--- config.mk ---
export PLATFORM = sky130hd
export DESIGN_NAME = lw_hmac_seq
export DESIGN_NICKNAME = d
export VERILOG_FILES = /design/src/rtl/lw_hmac_seq.sv
export SDC_FILE = /design/constraint.sdc
export NUM_CORES = 2
export LEC_CHECK = 0
export CORE_MARGIN = 4
export CORE_UTILIZATION = 48
export DETAILED_ROUTE_END_ITERATION = 7
export HOLD_SLACK_MARGIN = 0.02
export PLACE_DENSITY = 0.74
export RECOVER_POWER = 50
export SLEW_MARGIN = 20
export SYNTH_ARGS = -nofsm -noshare
export SYNTH_HDL_FRONTEND = slang
export SYNTH_SLANG_ARGS = --single-unit
--- constraint.sdc ---
create_clock -name clk_i -period 3.3 [get_ports clk_i]
set_input_delay 0.66 -clock clk_i [delete_from_list [all_inputs] [get_ports clk_i]]
set_output_delay 0.66 -clock clk_i [all_outputs]
set_load 0.02 [all_outputs]
--- src/rtl/lw_hmac_seq.sv ---
// HMAC sequencer in front of an external streaming SHA core: ipad key block, message, outer pass.
// Compile-time option HMAC_KEY_RETAIN_EN keeps the key between operations for reuse_key_i.
module lw_hmac_seq #(
    parameter int unsigned WORD_W       = 32,
    parameter int unsigned DIGEST_WORDS = 8
) (
    input  logic                           clk_i,
    input  logic                           aresetn_i,
    input  logic                           start_i,
    input  logic                           abort_i,
    input  logic                           reuse_key_i,
    input  logic [WORD_W-1:0]              key_i,
    input  logic                           key_valid_i,
    input  logic                           key_last_i,
    output logic                           key_ready_o,
    input  logic [WORD_W-1:0]              msg_i,
    input  logic                           msg_valid_i,
    input  logic                           msg_last_i,
    output logic                           msg_ready_o,
    output logic                           core_start_o,
    output logic [WORD_W-1:0]              core_data_o,
    output logic                           core_valid_o,
    output logic                           core_last_o,
    input  logic                           core_ready_i,
    input  logic                           core_done_i,
    input  logic [DIGEST_WORDS*WORD_W-1:0] core_hash_i,
    output logic [DIGEST_WORDS*WORD_W-1:0] hash_o,
    output logic                           done_o,
    output logic                           busy_o
);
    localparam logic [WORD_W-1:0] Ipad     = {(WORD_W/8){8'h36}};
    localparam logic [WORD_W-1:0] Opad     = {(WORD_W/8){8'h5c}};
    localparam logic [WORD_W-1:0] PadOne   = {1'b1, {(WORD_W-1){1'b0}}};
    localparam logic [WORD_W-1:0] OuterLen = WORD_W'((16 + DIGEST_WORDS) * WORD_W);
    localparam logic [3:0]        DwIdx    = 4'(DIGEST_WORDS);

    typedef enum logic [2:0] {
        StIdle, StKey, StMsg, StIwait, StOkey, StOdata, StOwait
    } state_e;

    state_e                         state_q, state_d;
    logic [3:0]                     cnt_q;
    logic                           key_done_q, reuse_q, core_start_q, done_q;
    logic [WORD_W-1:0]              key_q   [16];
    logic [WORD_W-1:0]              inner_q [16];
    logic [DIGEST_WORDS*WORD_W-1:0] hash_q;
    logic                           reuse_req, loading, xfer, abort_act;
    logic [WORD_W-1:0]              odata_word;

`ifdef HMAC_KEY_RETAIN_EN
    assign reuse_req = reuse_key_i;
`else
    logic unused_reuse_key;
    assign unused_reuse_key = reuse_key_i;
    assign reuse_req        = 1'b0;
`endif

    assign abort_act = abort_i && (state_q != StIdle);
    // Key words come from the input stream until key_last or reuse; after that from key_q.
    assign loading   = (state_q == StKey) && !key_done_q && !reuse_q;
    assign xfer      = core_valid_o && core_ready_i;

    always_ff @(posedge clk_i or negedge aresetn_i) begin
        if (!aresetn_i) begin
            state_q <= StIdle;
        end else begin
            state_q <= state_d;
        end
    end

    always_comb begin
        state_d = state_q;
        if (abort_act) begin
            state_d = StIdle;
        end else begin
            case (state_q)
                StIdle:  if (start_i) state_d = StKey;
                StKey:   if (xfer && cnt_q == 4'd15) state_d = StMsg;
                StMsg:   if (xfer && msg_last_i) state_d = StIwait;
                StIwait: if (core_done_i) state_d = StOkey;
                StOkey:  if (xfer && cnt_q == 4'd15) state_d = StOdata;
                StOdata: if (xfer && cnt_q == 4'd15) state_d = StOwait;
                StOwait: if (core_done_i) state_d = StIdle;
                default: state_d = StIdle;
            endcase
        end
    end

    // Outer-hash block: inner digest, padding bit, zeros, then total bit length.
    always_comb begin
        odata_word = '0;
        if (cnt_q < DwIdx) begin
            odata_word = inner_q[cnt_q];
        end else if (cnt_q == DwIdx) begin
            odata_word = PadOne;
        end else if (cnt_q == 4'd15) begin
            odata_word = OuterLen;
        end
    end

    always_comb begin
        key_ready_o  = 1'b0;
        msg_ready_o  = 1'b0;
        core_valid_o = 1'b0;
        core_last_o  = 1'b0;
        core_data_o  = '0;
        case (state_q)
            StKey: begin
                key_ready_o  = loading && core_ready_i;
                core_valid_o = loading ? key_valid_i : 1'b1;
                core_data_o  = (loading ? key_i : key_q[cnt_q]) ^ Ipad;
            end
            StMsg: begin
                msg_ready_o  = core_ready_i;
                core_valid_o = msg_valid_i;
                core_last_o  = msg_last_i;
                core_data_o  = msg_i;
            end
            StOkey: begin
                core_valid_o = 1'b1;
                core_data_o  = key_q[cnt_q] ^ Opad;
            end
            StOdata: begin
                core_valid_o = 1'b1;
                core_last_o  = (cnt_q == 4'd15);
                core_data_o  = odata_word;
            end
            default: ;
        endcase
    end

    assign busy_o       = (state_q != StIdle);
    assign core_start_o = core_start_q;
    assign done_o       = done_q;
    assign hash_o       = hash_q;

    always_ff @(posedge clk_i or negedge aresetn_i) begin
        if (!aresetn_i) begin
            cnt_q        <= '0;
            key_done_q   <= 1'b0;
            reuse_q      <= 1'b0;
            core_start_q <= 1'b0;
            done_q       <= 1'b0;
            hash_q       <= '0;
            for (int i = 0; i < 16; i++) begin
                key_q[i]   <= '0;
                inner_q[i] <= '0;
            end
        end else begin
            core_start_q <= 1'b0;
            done_q       <= 1'b0;
            if (abort_act) begin
                cnt_q      <= '0;
                key_done_q <= 1'b0;
                reuse_q    <= 1'b0;
                for (int i = 0; i < 16; i++) begin
                    key_q[i]   <= '0;
                    inner_q[i] <= '0;
                end
            end else begin
                case (state_q)
                    StIdle: begin
                        if (start_i) begin
                            core_start_q <= 1'b1;
                            cnt_q        <= '0;
                            key_done_q   <= 1'b0;
                            reuse_q      <= reuse_req;
                            // Fresh key: clear so short keys read back as zero words.
                            if (!reuse_req) begin
                                for (int i = 0; i < 16; i++) key_q[i] <= '0;
                            end
                        end
                    end
                    StKey: begin
                        if (xfer) begin
                            cnt_q <= cnt_q + 4'd1;
                            if (loading) begin
                                key_q[cnt_q] <= key_i;
                                if (key_last_i) key_done_q <= 1'b1;
                            end
                        end
                    end
                    StIwait: begin
                        if (core_done_i) begin
                            for (int i = 0; i < int'(DIGEST_WORDS); i++) begin
                                inner_q[i] <= core_hash_i[(DIGEST_WORDS-1-i)*WORD_W +: WORD_W];
                            end
                            core_start_q <= 1'b1;
                            cnt_q        <= '0;
                        end
                    end
                    StOkey, StOdata: begin
                        if (xfer) cnt_q <= cnt_q + 4'd1;
                    end
                    StOwait: begin
                        if (core_done_i) begin
                            hash_q <= core_hash_i;
                            done_q <= 1'b1;
`ifndef HMAC_KEY_RETAIN_EN
                            for (int i = 0; i < 16; i++) key_q[i] <= '0;
`endif
                        end
                    end
                    default: ;
                endcase
            end
        end
    end

endmodule

==> impl_metrics.csv <==
group,metric,value,unit
drt,viasPerCell,6.32,
worst_setup_path,cp_slowest_cell,"dfrtp_4",
synthesis,synth_flop_cell,"dfrtp_1",
drt,dr.pass1.iters,6,
global_routing,grt_pass1_wl,251,mm
timing,fmax,264,MHz
timing,hold_viol,0,
drt,vias,37084,
synthesis,syn_inst,3835,
placed_design,portBuffers,624,
synthesis,yosys.cell_count.top_type,"dfrtp_1",
power,worst_ir_drop_vdd,0.513,mV
timing,period_share,1.15,
drt,ant_nets,0,
drt,drc_errors,0,
worst_setup_path,crit_required,2.64,ns
worst_setup_path,critPathMaxStageDelay,0.54,ns
clock_tree,numCtsBuffers,106,
worst_setup_path,setup.worst_path.start_class,"flip-flop",
floorplan,core,92200,sq um
global_routing,gr-total-overflow,0,
placed_design,place.gp.congestion,0.928,
timing,rsz0062_at_grt,"yes",
timing,slew_viol_final,59,
min_path,timing.hold.worst.start,"hash_o[199]$_DFFE_PN0P_",
timing,fin_ws,-0.484,ns
floorplan,rows,111,
synthesis,syn-num-nets,4170,
worst_setup_path,startpoint,"cnt_q[0]$_DFFE_PN0P_",
synthesis,ys_seq_area_frac,0.577,
clock_tree,cts_max_path_buffers,3,
synthesis,synth_adder_area_share,0.00112,
timing,fin_hold_ws,0.471,ns
floorplan,start_util,0.486,
finish,area_growth,31.5,%
worst_setup_path,r2r_slack,-0.07,ns
outcome,failed_checks,"max-capacitance violations, max-slew violations, negative setup slack",
timing,relSlewSlack,-0.166,
clock_tree,root_buffer,"clkbuf_16",
global_routing,grt_pass1_vias,38202,
clock_tree,cts.sink_count,1034,
synthesis,yosysWarnings,0,
drt,wl_per_cell,29.0,um
power,power_density,522,nW/um^2
min_path,worstHoldPathType,"reg -> reg",
synthesis,synth.area.mux_share,0.109,
floorplan,ios,626,
worst_setup_path,path_cells,"buf_12 -> buf_16 -> buf_4 -> mux4_2 -> mux2i_2 -> o22ai_1 -> a211o_2 -> buf_6",
synthesis,synth_top_family_by_area,"compound AO/OA/AOI/OAI gates",
synthesis,synth_xor_area_frac,0,
finish,drive_above_1_share,0.181,
timing,setup_viol,52,
global_routing,grt_max_degree,152,
synthesis,synthSimpleGateAreaFrac,0.0923,
synthesis,syn-cell-area,44900,sq um
synthesis,synth_commonest_cells,"1034 x dfrtp_1, 935 x nand2_1, 374 x o21ai_0, 322 x a22o_1, 256 x o2bb2ai_1",
finish,utilization,0.640,
global_routing,antenna_found_initial,19,
worst_setup_path,path_delay_family,"multiplexers",
drt,drtIter0Drc,4061,
timing,worstMarginPinSlew,1.75,ns
synthesis,synth_top_cell_by_area,"dfrtp_1",
power,leakage,26.6,nW
worst_setup_path,reg2reg_from,"state_q[0]$_DFFE_PN0P_",
worst_setup_path,cp.buffers_inverters,4,
drt,routed_wirelength,170,mm
timing,fin_skew,0.0245,ns
synthesis,async_flop_share,1.00,
placed_design,hpwl,114,mm
synthesis,synth_compound_area_frac,0.185,
finish,layout.nets,4872,
global_routing,grt.total_usage,0.340,
synthesis,synth_edf_count,0,
floorplan,design.die.area,98400,sq um
worst_setup_path,path_max_fanout,7,
placed_design,dp_slack,-0.215,ns
synthesis,synth_area_leaders,"dfrtp_1 58%, mux4_2 9.5%, nand2_1 7.8%, a22o_1 6.3%, o2bb2ai_1 5.0%",
clock_tree,cts_tree,"done",
synthesis,synthDistinctLibCells,56,
clock_tree,clkLatencyLatePin,0.69,ns
floorplan,fp.dieH,314,um
floorplan,dieWidth,314,um
clock_tree,h-tree-depth,3,
synthesis,ys_ff_latch,1034,
worst_setup_path,critical_path_class,"reg -> out",
clock_tree,clk_pin_slew,0.06,ns
placed_design,dp_cells,5621,
outcome,status,"finished with violations",
job,maxCapViolations,1,
synthesis,synth_top_cell_area_share,0.577,
timing,layout_min_cycle_time,3.78,ns
finish,final_cells,5868,
synthesis,postSynthAreaPerCell,11.7,sq um
worst_setup_path,end_kind,"output pin",
worst_setup_path,critPathArrivalTime,3.12,ns
kinds of logic after synthesis:
family	Yosys count
AO/OA/AOI/OAI	1145
AND/OR/NAND/NOR	1041
flip-flops	1034
buffers and inverters	358
multiplexers	253
adder cells (fa/ha/maj)	4
worst reg2reg max path, delay by kind of cell (launching register included):
kind	cells	cell delay (ns)
buf+inv	3	1.15
simple gates	3	1.48
compound gates	1	0.18
flops	1	0.46
where the power goes:
group | switching (W) | internal (W) | total, W
Sequential | 0.0000442 | 0.0127 | 0.0128
Combinational | 0.00390 | 0.00177 | 0.00568
Clock | 0.00524 | 0.00707 | 0.0123
placed cells by master (no fill, tap or decap), types with 27 or more instances in the layout:
master	count
a22o_1	322
nand2_1	925
buf_12	83
mux4_2	189
mux2i_1	43
clkdlybuf4s50_1	588
buf_4	190
buf_6	38
o21ai_1	32
dfrtp_1	1030
o2bb2ai_1	256
clkbuf_16	108
a22oi_2	39
nor2_1	27
o21ai_0	373
sequential cells by signal, indices dropped and copies added, names as in the netlist:
register / cells
state_q: 3
core_start_o: 1
key_q: 512
key_done_q: 1
cnt_q: 4
hash_o: 256
inner_q: 256
done_o: 1
layer usage:
layer  vias up  part of all wire  wire [um]  track usage
met5         -           0.00092        156            0
met4        22             0.049       8390        0.152
met3       507              0.13      21400        0.124
met2      2429              0.47      79100        0.531
li1      15386                 -          -            -
met1     18740              0.36      60900        0.429
through the flow:
step	TNS [ns]	total power, W	area (sq um)
global placement	-2.37	0.0182	54300
finish	-12.86	0.0308	59000
detailed placement	-2.55	0.0182	54300
CTS	-12.93	0.0306	58800
global route	-40.96	0.0315	59000
floorplan	0	0.0153	44900
worst paths after layout:
check	end	depth (start not counted)
worst max-delay path	core_data_o[2]	8
worst min-delay path	hash_o[199]$_DFFE_PN0P_	2
worst max register to register	key_q[451]$_DFFE_PN0P_	7
worst min register to register	hash_o[199]$_DFFE_PN0P_	2
max in group asynchronous	key_q[461]$_DFFE_PN0P_	4
min in group asynchronous	key_q[49]$_DFFE_PN0P_	2
final cells by class:
class	count	area, sq um
Timing Repair Buffer	943	9990
Multi-Input combinational cell	2443	17900
Clock buffer	148	3040
Fill cell	6979	33200
Clock inverter	42	504
Inverter	9	41.3
Sequential cell	1034	25900
Tap cell	1243	1560
Antenna cell	6	15.0
timing repair:
item	in CTS	in global routing
hold buffers	1	0
pin swaps	37	49
cloned	11	1
endpoints found under the setup margin	37	34
resized for setup	250	70
setup buffers	32	13
endpoints found under the hold margin	47	0
(Power assumes the default switching activity.)
